$ cat src/rtl/seg_reader.sv
// seg_reader
//   Watches a multiplexed 4-digit seven-segment display, waits for each digit
//   to be steady, decodes it, and publishes a full 4-digit frame once every
//   digit position has been captured.
//
// Parameters
//   STABLE_CYCLES  : identical qualified samples needed to capture a digit (2..255)
//   TIMEOUT_CYCLES : cycles without any capture before 'stale' rises (16..65535)
//
// Ports
//   clk          in   1   clock, rising edge
//   rst          in   1   synchronous active-high reset
//   seg          in   7   segment lines, active-high, bit0=a ... bit6=g
//   an           in   4   digit enables, active-low, an[k]=0 selects digit k
//   value        out 16   last published frame, nibble k = digit k
//   blank        out  4   per-digit "all segments off" flag of the last frame
//   frame_valid  out  1   one-cycle pulse when value/blank/frame_err update
//   frame_err    out  1   last frame held at least one unrecognised pattern
//   stale        out  1   no capture for TIMEOUT_CYCLES since the last frame
module seg_reader #(
  parameter int STABLE_CYCLES  = 4,
  parameter int TIMEOUT_CYCLES = 1000
) (
  input  logic        clk,
  input  logic        rst,
  input  logic [6:0]  seg,
  input  logic [3:0]  an,
  output logic [15:0] value,
  output logic [3:0]  blank,
  output logic        frame_valid,
  output logic        frame_err,
  output logic        stale
);

  localparam logic [1:0]  HUNT      = 2'd0;
  localparam logic [1:0]  COUNT     = 2'd1;
  localparam logic [1:0]  HELD      = 2'd2;
  localparam logic [7:0]  STABLE_N  = 8'(STABLE_CYCLES);
  localparam logic [15:0] TIMEOUT_N = 16'(TIMEOUT_CYCLES);

  // Pattern decoder: returns {err, blank, nibble}.
  function automatic logic [5:0] decode_seg(input logic [6:0] s);
    logic [5:0] r;
    case (s)
      7'h00:   r = 6'b01_0000;
      7'h3F:   r = {2'b00, 4'h0};
      7'h06:   r = {2'b00, 4'h1};
      7'h5B:   r = {2'b00, 4'h2};
      7'h4F:   r = {2'b00, 4'h3};
      7'h66:   r = {2'b00, 4'h4};
      7'h6D:   r = {2'b00, 4'h5};
      7'h7D:   r = {2'b00, 4'h6};
      7'h07:   r = {2'b00, 4'h7};
      7'h7F:   r = {2'b00, 4'h8};
      7'h6F:   r = {2'b00, 4'h9};
      7'h77:   r = {2'b00, 4'hA};
      7'h7C:   r = {2'b00, 4'hB};
      7'h39:   r = {2'b00, 4'hC};
      7'h5E:   r = {2'b00, 4'hD};
      7'h79:   r = {2'b00, 4'hE};
      7'h71:   r = {2'b00, 4'hF};
      default: r = 6'b10_0000;
    endcase
    return r;
  endfunction

  logic [6:0]  seg_r;
  logic [3:0]  an_r;
  logic [1:0]  state_r;
  logic [7:0]  cnt_r;
  logic [10:0] ref_r;
  logic [15:0] slot_value_r;
  logic [3:0]  slot_blank_r;
  logic [3:0]  slot_err_r;
  logic [3:0]  seen_r;
  logic [15:0] idle_r;

  logic        qual_s;
  logic [1:0]  digit_s;
  logic [10:0] sample_s;
  logic        match_s;
  logic [1:0]  state_s;
  logic [7:0]  cnt_s;
  logic [10:0] ref_s;
  logic        capture_s;
  logic        publish_s;
  logic        timeout_s;
  logic [5:0]  dec_s;
  logic [3:0]  seen_keep_s;
  logic [3:0]  capture_mask_s;

  assign sample_s  = {an_r, seg_r};
  assign match_s   = qual_s && (sample_s == ref_r);
  assign dec_s     = decode_seg(seg_r);
  assign publish_s = (seen_r == 4'hF);
  // Saturated idle counter never re-fires the timeout.
  assign timeout_s = !capture_s && (idle_r != TIMEOUT_N) && ((idle_r + 16'd1) == TIMEOUT_N);
  assign seen_keep_s    = (publish_s || timeout_s) ? 4'b0000 : seen_r;
  assign capture_mask_s = capture_s ? (4'b0001 << digit_s) : 4'b0000;

  // Input sampling register; every decision below uses this copy.
  always_ff @(posedge clk) begin
    if (rst) begin
      seg_r <= 7'd0;
      an_r  <= 4'hF;
    end else begin
      seg_r <= seg;
      an_r  <= an;
    end
  end

  // Qualification: exactly one active-low enable, and which digit it selects.
  always_comb begin
    qual_s  = 1'b0;
    digit_s = 2'd0;
    case (an_r)
      4'b1110: begin qual_s = 1'b1; digit_s = 2'd0; end
      4'b1101: begin qual_s = 1'b1; digit_s = 2'd1; end
      4'b1011: begin qual_s = 1'b1; digit_s = 2'd2; end
      4'b0111: begin qual_s = 1'b1; digit_s = 2'd3; end
      default: begin qual_s = 1'b0; digit_s = 2'd0; end
    endcase
  end

  // Stability FSM next-state: a differing qualified sample restarts the count at 1.
  always_comb begin
    state_s   = state_r;
    cnt_s     = cnt_r;
    ref_s     = ref_r;
    capture_s = 1'b0;
    case (state_r)
      HUNT: begin
        if (qual_s) begin
          state_s = COUNT;
          cnt_s   = 8'd1;
          ref_s   = sample_s;
        end else begin
          cnt_s   = 8'd0;
        end
      end
      COUNT: begin
        if (match_s) begin
          cnt_s = cnt_r + 8'd1;
          if ((cnt_r + 8'd1) == STABLE_N) begin
            capture_s = 1'b1;
            state_s   = HELD;
          end else begin
            state_s   = COUNT;
          end
        end else if (qual_s) begin
          state_s = COUNT;
          cnt_s   = 8'd1;
          ref_s   = sample_s;
        end else begin
          state_s = HUNT;
          cnt_s   = 8'd0;
        end
      end
      HELD: begin
        if (match_s) begin
          state_s = HELD;
        end else if (qual_s) begin
          state_s = COUNT;
          cnt_s   = 8'd1;
          ref_s   = sample_s;
        end else begin
          state_s = HUNT;
          cnt_s   = 8'd0;
        end
      end
      default: begin
        state_s = HUNT;
        cnt_s   = 8'd0;
      end
    endcase
  end

  // Stability FSM state, counter and reference pattern.
  always_ff @(posedge clk) begin
    if (rst) begin
      state_r <= HUNT;
      cnt_r   <= 8'd0;
      ref_r   <= 11'd0;
    end else begin
      state_r <= state_s;
      cnt_r   <= cnt_s;
      ref_r   <= ref_s;
    end
  end

  // Per-digit slot storage written on capture.
  always_ff @(posedge clk) begin
    if (rst) begin
      slot_value_r <= 16'd0;
      slot_blank_r <= 4'd0;
      slot_err_r   <= 4'd0;
    end else if (capture_s) begin
      slot_value_r[{digit_s, 2'b00} +: 4] <= dec_s[3:0];
      slot_blank_r[digit_s]               <= dec_s[4];
      slot_err_r[digit_s]                 <= dec_s[5];
    end else begin
      slot_value_r <= slot_value_r;
      slot_blank_r <= slot_blank_r;
      slot_err_r   <= slot_err_r;
    end
  end

  // Frame bookkeeping: seen mask, idle counter, stale flag.
  always_ff @(posedge clk) begin
    if (rst) begin
      seen_r <= 4'd0;
      idle_r <= 16'd0;
      stale  <= 1'b0;
    end else begin
      seen_r <= seen_keep_s | capture_mask_s;
      if (capture_s) begin
        idle_r <= 16'd0;
      end else if (idle_r != TIMEOUT_N) begin
        idle_r <= idle_r + 16'd1;
      end else begin
        idle_r <= idle_r;
      end
      if (publish_s) begin
        stale <= 1'b0;
      end else if (timeout_s) begin
        stale <= 1'b1;
      end else begin
        stale <= stale;
      end
    end
  end

  // Published outputs, loaded the cycle after the seen mask fills.
  always_ff @(posedge clk) begin
    if (rst) begin
      value       <= 16'd0;
      blank       <= 4'd0;
      frame_err   <= 1'b0;
      frame_valid <= 1'b0;
    end else begin
      frame_valid <= publish_s;
      if (publish_s) begin
        value     <= slot_value_r;
        blank     <= slot_blank_r;
        frame_err <= |slot_err_r;
      end else begin
        value     <= value;
        blank     <= blank;
        frame_err <= frame_err;
      end
    end
  end

endmodule

$ cat config.mk
export PLATFORM = sky130hd
export DESIGN_NAME = seg_reader
export DESIGN_NICKNAME = d
export VERILOG_FILES = /design/src/rtl/seg_reader.sv
export SDC_FILE = /design/constraint.sdc
export NUM_CORES = 1
export LEC_CHECK = 0
export BUFFER_PORTS_ARGS = -buffer_cell sky130_fd_sc_hd__buf_2
export CAP_MARGIN = 20
export CORE_ASPECT_RATIO = 1.25
export CORE_MARGIN = 2
export CORE_UTILIZATION = 54
export CTS_CLUSTER_SIZE = 12
export DETAILED_ROUTE_END_ITERATION = 6
export PLACE_DENSITY = 0.76
export SETUP_SLACK_MARGIN = 0.3
export SLEW_MARGIN = 20
export SYNTH_ARGS = -nofsm -noshare
export SYNTH_HDL_FRONTEND = slang
export SYNTH_SLANG_ARGS = --single-unit
$ cat constraint.sdc
create_clock -name clk -period 2.1 [get_ports clk]
set_input_delay 0.105 -clock clk [delete_from_list [all_inputs] [get_ports clk]]
set_output_delay 0.105 -clock clk [all_outputs]
set_load 0.005 [all_outputs]
==> impl_metrics.ini <==
[power]
clockPowerShare = 0.334
p_switching_mw = 0.9500
seqPwrFrac = 0.542
power_density_mw_per_mm2 = 606.1
p_int_mw = 2.666
leakagePower_nw = 2.424
pwr-share-comb = 0.124
vdd_drop_max_v = 0.0004568
power_mw = 3.616
p_sw_frac = 0.2627

[placed_design]
dp_hpwl_um = 7401
io_buffers = 35
routabilityCongestion = 0.8929
dpl.cell_count = 739
place_ws_ns = -0.002795

[outcome]
violations = setup timing
status = complete, but fails checks

[global_routing]
grt_usage = 0.2354
grt_pass1_wl_um = 18220
grt_pass1_vias = 4048
grt_max_degree = 42
grt_antenna_before_repair = 0
grt_overflow = 0

[synthesis]
yosys_warnings = 0
syn_area_mm2 = 0.004868
ys_seq_area_frac = 0.4071
synth_cell_types = 56
synth_ff_type = dfxtp_1
yosysMostFrequentCell = dfxtp_1
synth.top_cell.area_share = 0.4071
synth-async-reset-ratio = 0
synth_edf_count = 0
syn_area_per_cell_um2 = 8.394
syn_nets = 606
yosys-top-cells-count = 99 x dfxtp_1, 96 x nand2_1, 45 x a21oi_1
synthCells = 580
ys_ff_latch = 99
synth_area_leaders = dfxtp_1 41%, nand2_1 7.4%, mux2i_1 7.0%
yosys.area.top_type = dfxtp_1

[worst_setup_path]
critPathLaunchType = flop
crit_type = flop to flop
crit_family = simple AND/OR/NAND/NOR gates
cp.depth = 7
crit_slowest_cell = or4_4
path_cells = nand4_1 > or4_4 > a2111oi_4 > buf_4 > nand4_1 > nor2b_4 > a311oi_2
critPathCaptureType = flop
path_max_fanout = 5
slowest_delay_ns = 0.51
arrival_ns = 2.45
r2r_cells = 7
cp.required_ns = 2.39
crit_top_cell = nand4_1
cp.buffers_inverters = 1

[clock_network]
cts_tree = built
clockBufferDepth = 2
clock_sinks = 99
root_buffer = clkbuf_8
clk_latency_ns = 0.38
path_clk_slew_ns = 0.09
cts.htree.levels = 3
numCtsBuffers = 9

[sta]
grt_setup_unrepaired = yes
fin_crit_sh = 1.028
hold_viol = 0
slew_headroom = 0.6018
tightestPinTransition_ns = 0.5972
setup_ws_ns = -0.05819
fin_skew_ns = 0.01134
fmax_ghz = 0.4634
final_max_slew_viol_count = 0
period_minus_slack_ns = 2.158
setup_viol = 4
timing.hold.ws_ns = 0.1192

[hold_path]
hold_path_class = input port to flop
hold_depth = 2

[floorplanning]
core_area_mm2 = 0.008701
fp.dieH_um = 110.2
die_area_mm2 = 0.009796
boundaryPins = 36
start_util = 0.5595
placementRows = 38
die_w_um = 88.93

[cells_and_area]
utilization = 0.6856
fillers = 677
drive_above_1_share = 0.2458
syn_to_final_growth_pct = 22.54
n_antenna_cell = 0
final_cells = 771
nNetsFinal = 672

[drt]
routed_wl_um = 11500
firstDrtPassIters = 5
wl_per_cell_um = 14.92
routed-via-count = 4350
ant_nets = 0
drtIter0Drc = 324
via_per_inst = 5.642
drc = 0

[run]
max_cap_violations = 0
## cells by family (layout without fill, tap and decap cells)
family | after synthesis | in the layout | share of synthesized area
and+or+nand+nor | 261 | 262 | 0.2657
xor gates and xnor gates | 33 | 33 | 0.05937
muxes | 35 | 35 | 0.07222
AOI/OAI and AO/OA | 85 | 85 | 0.1151
adders and majority gates | 13 | 13 | 0.03341
DFF | 99 | 99 | 0.4071
buffers and inverters | 54 | 124 | 0.04703
## registers in the layout, indices dropped and copies added, names as in the netlist
register      count
slot_value_r     16
frame_err         1
stale             1
cnt_r             8
an_r              4
ref_r            11
blank             4
slot_err_r        4
seen_r            4
idle_r           16
seg_r             7
frame_valid       1
slot_blank_r      4
value            16
state_r           2
## power groups by stage
stage          sequential, mW  clock, mW  combinational [mW]
2_1_floorplan            1.99          0               0.291
3_3_place_gp             2.00          0               0.369
3_5_place_dp             2.00          0               0.381
4_1_cts                  1.96       1.22               0.426
5_1_grt                  1.97       1.29               0.494
6_report                 1.96       1.21               0.448
## cell type report
| cell class | instances | area, um2 | share of cell area |
|---|---|---|---|
| clock inverter | 4 | 51.30 | 0.008599 |
| sequential | 99 | 1997 | 0.3347 |
| inverter | 15 | 56.30 | 0.009438 |
| timing repair buffer | 93 | 670.6 | 0.1124 |
| multi-input combinational | 428 | 2905 | 0.4870 |
| tap | 120 | 150.1 | 0.02517 |
| clock buffer | 12 | 135.1 | 0.02265 |
## placed cells by master, fill, tap and decap left out, types with 11 or more instances in the layout
cell type	instances
a21oi_1	38
buf_2	35
buf_4	43
dfxtp_1	89
dlygate4sd3_1	11
inv_1	14
mux2i_1	34
nand2_1	94
nand3_1	20
nand4_1	12
nor2_1	34
nor2b_1	13
nor3_1	25
xnor2_1	14
xor2_1	18
## per-layer routing
layer,wire length (um),global-route usage,part of all wire,up-vias
met5,0,0,0,-
met4,213,0.08874,0.019,0
met3,410,0.04244,0.036,21
met2,5911,0.4051,0.51,116
met1,4969,0.2905,0.43,2073
li1,-,-,-,2140
## what timing repair did
item                       in CTS  in global routing
hold endpoints to repair       11                  0
pin swaps                      17                  7
buffers inserted                3                  1
hold buffers                   11                  0
setup endpoints to repair      66                 66
resized for setup              32                 28
cloned                          1                  0
## worst paths after layout
| path | from | endpoint | slack, ns |
|---|---|---|---|
| worst max-delay path | cnt_r[3] | seen_r[3] | -0.06 |
| worst max register to register | cnt_r[3] | seen_r[3] | -0.06 |
| worst min register to register | value[10] | value[10] | 0.45 |
| worst min-delay path | rst | frame_valid | 0.12 |
## metrics by stage
step                      area (um2)  setup TNS, ns
final                           5966       -0.09810
after CTS                       5829              0
after detailed placement        5369      -0.002795
after global placement          5369              0
after global routing            5966         -2.646
after floorplan                 4903        -0.9038
No activity file was read; power rests on OpenSTA's default activity.
